==> config.mk <==
export PLATFORM = sky130hd
export DESIGN_NAME = seq_gen_serial
export DESIGN_NICKNAME = d
export VERILOG_FILES = /design/src/rtl/seq_pkg.sv /design/src/rtl/seq_piso_shift.sv /design/src/rtl/seq_gen_serial.sv
export SDC_FILE = /design/constraint.sdc
export NUM_CORES = 1
export LEC_CHECK = 0
export CORE_ASPECT_RATIO = 1.75
export CORE_MARGIN = 2
export CORE_UTILIZATION = 54
export DETAILED_ROUTE_END_ITERATION = 12
export PLACE_DENSITY = 0.79
export SKIP_LAST_GASP = 1
export SYNTH_ARGS = -nofsm -noshare
export SYNTH_HDL_FRONTEND = slang
export SYNTH_SLANG_ARGS = --single-unit
==> constraint.sdc <==
create_clock -name clk -period 2.3 [get_ports clk]
set_clock_uncertainty 0.15 [all_clocks]
set_input_delay 0.23 -clock clk [delete_from_list [all_inputs] [get_ports clk]]
set_output_delay 0.23 -clock clk [all_outputs]
set_load 0.01 [all_outputs]
==> src/rtl/seq_pkg.sv <==
// Shared definitions for the single-bit sequence link.
// The state codes are visible on debug ports (state_out) and are shared
// with the sequence detector, so they are fixed 2-bit constants rather
// than an enum whose encoding a tool might choose.
package seq_pkg;

    typedef logic [1:0] seq_state_t;

    localparam seq_state_t ST_IDLE  = 2'b00;
    localparam seq_state_t ST_SHIFT = 2'b01;
    localparam seq_state_t ST_GAP   = 2'b10;
    localparam seq_state_t ST_DONE  = 2'b11;

endpackage

==> src/rtl/seq_piso_shift.sv <==
// Parallel-in, serial-out shift register, MSB first.
// Ports:
//   clk, rst_n  clock and asynchronous active-low reset
//   load        parallel load of din (has priority over shift)
//   shift       shift left by one, zero filled
//   din         parallel load value
//   q           full register contents; q[PAT_W-1] is the current bit
module seq_piso_shift #(
    parameter int PAT_W = 4
) (
    input  logic             clk,
    input  logic             rst_n,
    input  logic             load,
    input  logic             shift,
    input  logic [PAT_W-1:0] din,
    output logic [PAT_W-1:0] q
);

    always_ff @(posedge clk or negedge rst_n) begin
        if (!rst_n) begin
            q <= '0;
        end else if (load) begin
            q <= din;
        end else if (shift) begin
            q <= {q[PAT_W-2:0], 1'b0};
        end
    end

endmodule

==> src/rtl/seq_gen_serial.sv <==
// Serial pattern transmitter: sends a latched PAT_W-bit pattern MSB first,
// one bit per clock, repeat_cnt times, with gap_len idle cycles between
// repetitions.
// Ports:
//   clk, rst_n   clock (rising edge), asynchronous active-low reset
//   start        begin a run; only looked at in IDLE
//   abort        synchronous cancel; beats every other input, no done pulse
//   pattern      pattern to send, MSB first
//   repeat_cnt   number of repetitions (0 = go straight to DONE)
//   gap_len      idle cycles between repetitions (0 = back-to-back)
//   seq_out      serial data, forced 0 when seq_valid is low
//   seq_valid    seq_out holds a pattern bit this cycle
//   busy         high in SHIFT and GAP
//   done         single-cycle pulse when the last repetition has been sent
//   state_out    current FSM state (debug)
// Handshake: there is no back-pressure. A run is accepted on any edge that
// sees start=1, abort=0 while in IDLE; seq_valid then marks each data bit and
// the consumer must take every bit on the cycle it is offered.
module seq_gen_serial
    import seq_pkg::*;
#(
    parameter int PAT_W = 4,
    parameter int CNT_W = 4,
    parameter int GAP_W = 3
) (
    input  logic             clk,
    input  logic             rst_n,
    input  logic             start,
    input  logic             abort,
    input  logic [PAT_W-1:0] pattern,
    input  logic [CNT_W-1:0] repeat_cnt,
    input  logic [GAP_W-1:0] gap_len,
    output logic             seq_out,
    output logic             seq_valid,
    output logic             busy,
    output logic             done,
    output logic [1:0]       state_out
);

    localparam int              BIT_W    = $clog2(PAT_W);
    localparam logic [BIT_W-1:0] BIT_LAST = BIT_W'(PAT_W - 1);

    seq_state_t       state_q, state_d;
    logic [BIT_W-1:0] bit_q, bit_d;
    logic [CNT_W-1:0] rep_q, rep_d;     // repetitions still to send after the current one
    logic [GAP_W-1:0] glen_q, glen_d;   // latched gap length
    logic [GAP_W-1:0] gcnt_q, gcnt_d;   // gap cycles still to spend, including this one
    logic [PAT_W-1:0] pat_q, pat_d;     // latched pattern, reloaded every repetition

    logic             piso_load, piso_shift;
    logic [PAT_W-1:0] piso_din, piso_q;
    logic             next_bit;

    logic seq_out_d, seq_valid_d, busy_d, done_d;

    // The shift register holds the pattern advanced so that its MSB is the
    // bit currently on seq_out; the following bit is therefore q[PAT_W-2].
    seq_piso_shift #(.PAT_W(PAT_W)) u_piso (
        .clk   (clk),
        .rst_n (rst_n),
        .load  (piso_load),
        .shift (piso_shift),
        .din   (piso_din),
        .q     (piso_q)
    );

    // State and counter register
    always_ff @(posedge clk or negedge rst_n) begin
        if (!rst_n) begin
            state_q <= ST_IDLE;
            bit_q   <= '0;
            rep_q   <= '0;
            glen_q  <= '0;
            gcnt_q  <= '0;
            pat_q   <= '0;
        end else begin
            state_q <= state_d;
            bit_q   <= bit_d;
            rep_q   <= rep_d;
            glen_q  <= glen_d;
            gcnt_q  <= gcnt_d;
            pat_q   <= pat_d;
        end
    end

    // Next-state, counter and shift-register control
    always_comb begin
        state_d    = state_q;
        bit_d      = bit_q;
        rep_d      = rep_q;
        glen_d     = glen_q;
        gcnt_d     = gcnt_q;
        pat_d      = pat_q;
        piso_load  = 1'b0;
        piso_shift = 1'b0;
        piso_din   = pat_q;
        next_bit   = 1'b0;

        if (abort) begin
            state_d = ST_IDLE;
            bit_d   = '0;
            rep_d   = '0;
            gcnt_d  = '0;
        end else begin
            case (state_q)
                ST_IDLE: begin
                    if (start) begin
                        pat_d     = pattern;
                        glen_d    = gap_len;
                        bit_d     = '0;
                        piso_load = 1'b1;
                        piso_din  = pattern;
                        if (repeat_cnt != '0) begin
                            state_d  = ST_SHIFT;
                            rep_d    = repeat_cnt - CNT_W'(1);
                            next_bit = pattern[PAT_W-1];
                        end else begin
                            state_d = ST_DONE;
                        end
                    end
                end

                ST_SHIFT: begin
                    if (bit_q == BIT_LAST) begin
                        bit_d = '0;
                        if (rep_q == '0) begin
                            state_d = ST_DONE;
                        end else begin
                            rep_d     = rep_q - CNT_W'(1);
                            piso_load = 1'b1;
                            if (glen_q == '0) begin
                                // back-to-back: next repetition's MSB without a bubble
                                next_bit = pat_q[PAT_W-1];
                            end else begin
                                state_d = ST_GAP;
                                gcnt_d  = glen_q;
                            end
                        end
                    end else begin
                        bit_d      = bit_q + BIT_W'(1);
                        piso_shift = 1'b1;
                        next_bit   = piso_q[PAT_W-2];
                    end
                end

                ST_GAP: begin
                    if (gcnt_q <= GAP_W'(1)) begin
                        state_d  = ST_SHIFT;
                        gcnt_d   = '0;
                        next_bit = piso_q[PAT_W-1];
                    end else begin
                        gcnt_d = gcnt_q - GAP_W'(1);
                    end
                end

                default: begin  // ST_DONE
                    state_d = ST_IDLE;
                end
            endcase
        end
    end

    // Output decode of the upcoming state; registered below so every
    // output is a flop and lines up with state_out.
    always_comb begin
        seq_valid_d = (state_d == ST_SHIFT);
        seq_out_d   = seq_valid_d & next_bit;
        busy_d      = (state_d == ST_SHIFT) || (state_d == ST_GAP);
        done_d      = (state_d == ST_DONE);
    end

    always_ff @(posedge clk or negedge rst_n) begin
        if (!rst_n) begin
            seq_out   <= 1'b0;
            seq_valid <= 1'b0;
            busy      <= 1'b0;
            done      <= 1'b0;
        end else begin
            seq_out   <= seq_out_d;
            seq_valid <= seq_valid_d;
            busy      <= busy_d;
            done      <= done_d;
        end
    end

    assign state_out = state_q;

endmodule

==> run_results.csv <==
group,metric,value,unit
timing,fmax,467,MHz
place,gp_congestion,0.853,
clock_network,cts-resized-gates,0,
global_route,grt_max_degree,27,
clock_network,htreeDepth,1,
place,hpwlAfterDp,2840,µm
cells_and_area,antenna_cells,0,
clock_network,cts_setup_buffers,0,
critical_path,cp.required,2350,ps
critical_path,path_cells,"inv_1, ha_1, o21bai_1, and2_1, a211oi_1, a211oi_1, ha_1, nand2_1, a21oi_1",
floorplan,rows,25,
floorplan,ios,21,
critical_path,slowest_stage,"a211oi_1",
timing,max_slew_margin,58.6,%
cells_and_area,nFillCells,214,
synthesis,syn-cell-area,1540,µm²
drt,drt-total-wl,3580,µm
floorplan,core_area,2720,µm²
synthesis,synth_nets,181,
run_status,status,"complete, no violations",
pwr,power_leakage,0.831,nW
cells_and_area,drive_gt1_share,15.1,%
drt,drt_first_pass_iters,4,
critical_path,cp-end-kind,"register",
drt,drt_iter0_drc,25,
global_route,antenna_found_initial,0,
floorplan,start_util,56.6,%
worst_hold_path,hold_path_class,"in -> async",
synthesis,synth_area_per_cell,9.63,µm²
drt,vias,1308,
clock_network,cts_inserted_buffers,3,
pwr,p_per_area,615,nW/µm²
critical_path,crit_buf_inv,1,
global_route,grt_pass1_vias,1412,
clock_network,clk_path_buf_depth,2,
synthesis,synth_cell_types,48,
cells_and_area,synthToLayoutAreaGrowth,21.7,%
critical_path,crit_path_max_incr_delay,430,ps
clock_network,root_buffer,"clkbuf_8",
clock_network,clkTransAtPathRegs,90,ps
cells_and_area,multiInputGateArea,815,µm²
clock_network,cts_tree,"yes",
timing,fin_crit,2140,ps
timing,worst_slew_pin_slew,615,ps
critical_path,cp.arrival,2190,ps
floorplan,die-area,3320,µm²
global_route,grt_overflow,0,
critical_path,cp_max_fo,3,
synthesis,synth_top_area_share,42.2,%
timing,finalMaxSlewViolations,0,
synthesis,synth-warning-count,0,
drt,drc,0,
synthesis,synth_common_cells,"dfrtp_1 (26), nand2_1 (26), a21oi_1 (9), nor2_1 (9)",
drt,vias_per_cell,6.14,
synthesis,ys_seq_elements,26,
drt,drtAntennaViolNets,0,
floorplan,die_y,74.7,µm
clock_network,clkLatencyLatePin,270,ps
global_route,grtUsageTotal,24.5,%
place,dp.cells,209,
drt,wl_per_cell,16.8,µm
place,port_buffers,20,
synthesis,yosysTopAreaCell,"dfrtp_1",
cells_and_area,layout.cells.non_filler,213,
critical_path,crit_path_start_kind,"register",
timing,hold_violations,0,
cells_and_area,fin_nets,208,
synthesis,synth_edf_count,0,
timing,tns,0,ps
global_route,grt_pass1_wl,6020,µm
floorplan,dieWidth,44.4,µm
synthesis,async_reset_ff_share,100,%
timing,rsz0062_at_grt,"false",
pwr,max-vdd-ir-drop,0.592,mV
clock_network,postCtsHoldBufs,0,
timing,fin_crit_sh,93.0,%
job,cap_violations,0,
synthesis,synthCells,160,
critical_path,cp_top_family,"compound AO/OA/AOI/OAI gates",
timing,setup_violations,0,
cells_and_area,seq_area,651,µm²
critical_path,worstSetupPathType,"reg -> reg",
synthesis,seq_area_frac_synth,42.2,%
synthesis,synthTopCellsByArea,"dfrtp_1 (42%), nand2_1 (6.3%), ha_1 (4.9%), a21oi_1 (2.9%), nor2_1 (2.2%)",
clock_network,numClockSinks,26,
synthesis,ys.flop_type,"dfrtp_1",
## cells in the final DEF (no fill, tap or decap), drive strengths merged, types with 5 or more instances in the layout
cell type      Yosys  layout
nand2             26      26
buf                7      11
o21ai              7       7
a21oi              9       9
nor3               5       5
dfrtp             26      26
ha                 6       6
clkdlybuf4s50      0      20
nor2              10      10
inv                6       6
## final timing paths
check / from / end / slack (ps) / cells past startpoint
max in group asynchronous: rst_n / u_piso.q[3] / 1590 / 2
max reg2reg: gcnt_q[1] / seq_out / 160 / 9
min in group clk: gap_len[2] / glen_q[2] / 320 / 3
max: gcnt_q[1] / seq_out / 160 / 9
min reg2reg: pat_q[1] / pat_q[1] / 330 / 2
min: rst_n / state_out[0] / 160 / 2
## layer usage
metal | routed length (µm) | vias up | track usage, %
met3 | 91 | 17 | 3.60
met1 | 1360 | 633 | 25.3
met4 | 156 | 0 | 13.8
met2 | 1980 | 32 | 45.6
li1 | - | 626 | -
met5 | 0 | - | 0
## sequential cells by signal, indices dropped and copies added (netlist names)
| signal | count |
|---|---|
| bit_q | 2 |
| busy | 1 |
| done | 1 |
| gcnt_q | 3 |
| glen_q | 3 |
| pat_q | 4 |
| rep_q | 4 |
| seq_out | 1 |
| seq_valid | 1 |
| state_out | 2 |
| u_piso.q | 4 |
## stage by stage
stage / util, % / instance area, µm² / hold slack (ps) / setup slack, ps / power [mW]
3_5_place_dp: 66.3 / 1800 / 306 / 89.0 / 0.786
5_1_grt: 68.9 / 1880 / 205 / 125 / 1.21
3_3_place_gp: 66.3 / 1800 / 308 / 155 / 0.776
6_report: 68.9 / 1880 / 164 / 160 / 1.15
4_1_cts: 68.9 / 1880 / 174 / 203 / 1.16
2_1_floorplan: - / 1540 / -216 / 321 / 0.692
## where the power goes
part,switching [mW],internal (mW)
clock,0.143,0.233
sequential,0.0438,0.506
combinational,0.112,0.114
total,0.299,0.854
## logic make-up after synthesis
logic type,synth area share (%)
simple gates,25.3
compound gates,18.5
flops,42.2
buf+inv,4.95
mux,4.14
fa+ha+maj,4.87
## worst register-to-register path: cells and delay by family, from the launching register on
family	cells	cell delay, ps
AOI/OAI and AO/OA	4	780
adders and majority gates	2	390
buffers and inverters	1	100
DFF	1	380
and+or+nand+nor	2	260
## final cells by class
class	count	area share [%]
multi-input combinational	119	43.4
clock buffer	3	2.20
inverter	6	1.20
sequential	26	34.7
timing repair buffer	31	15.1
tap	27	1.80
clock inverter	1	1.60
Note: power is estimated with default switching activity, not from simulation.
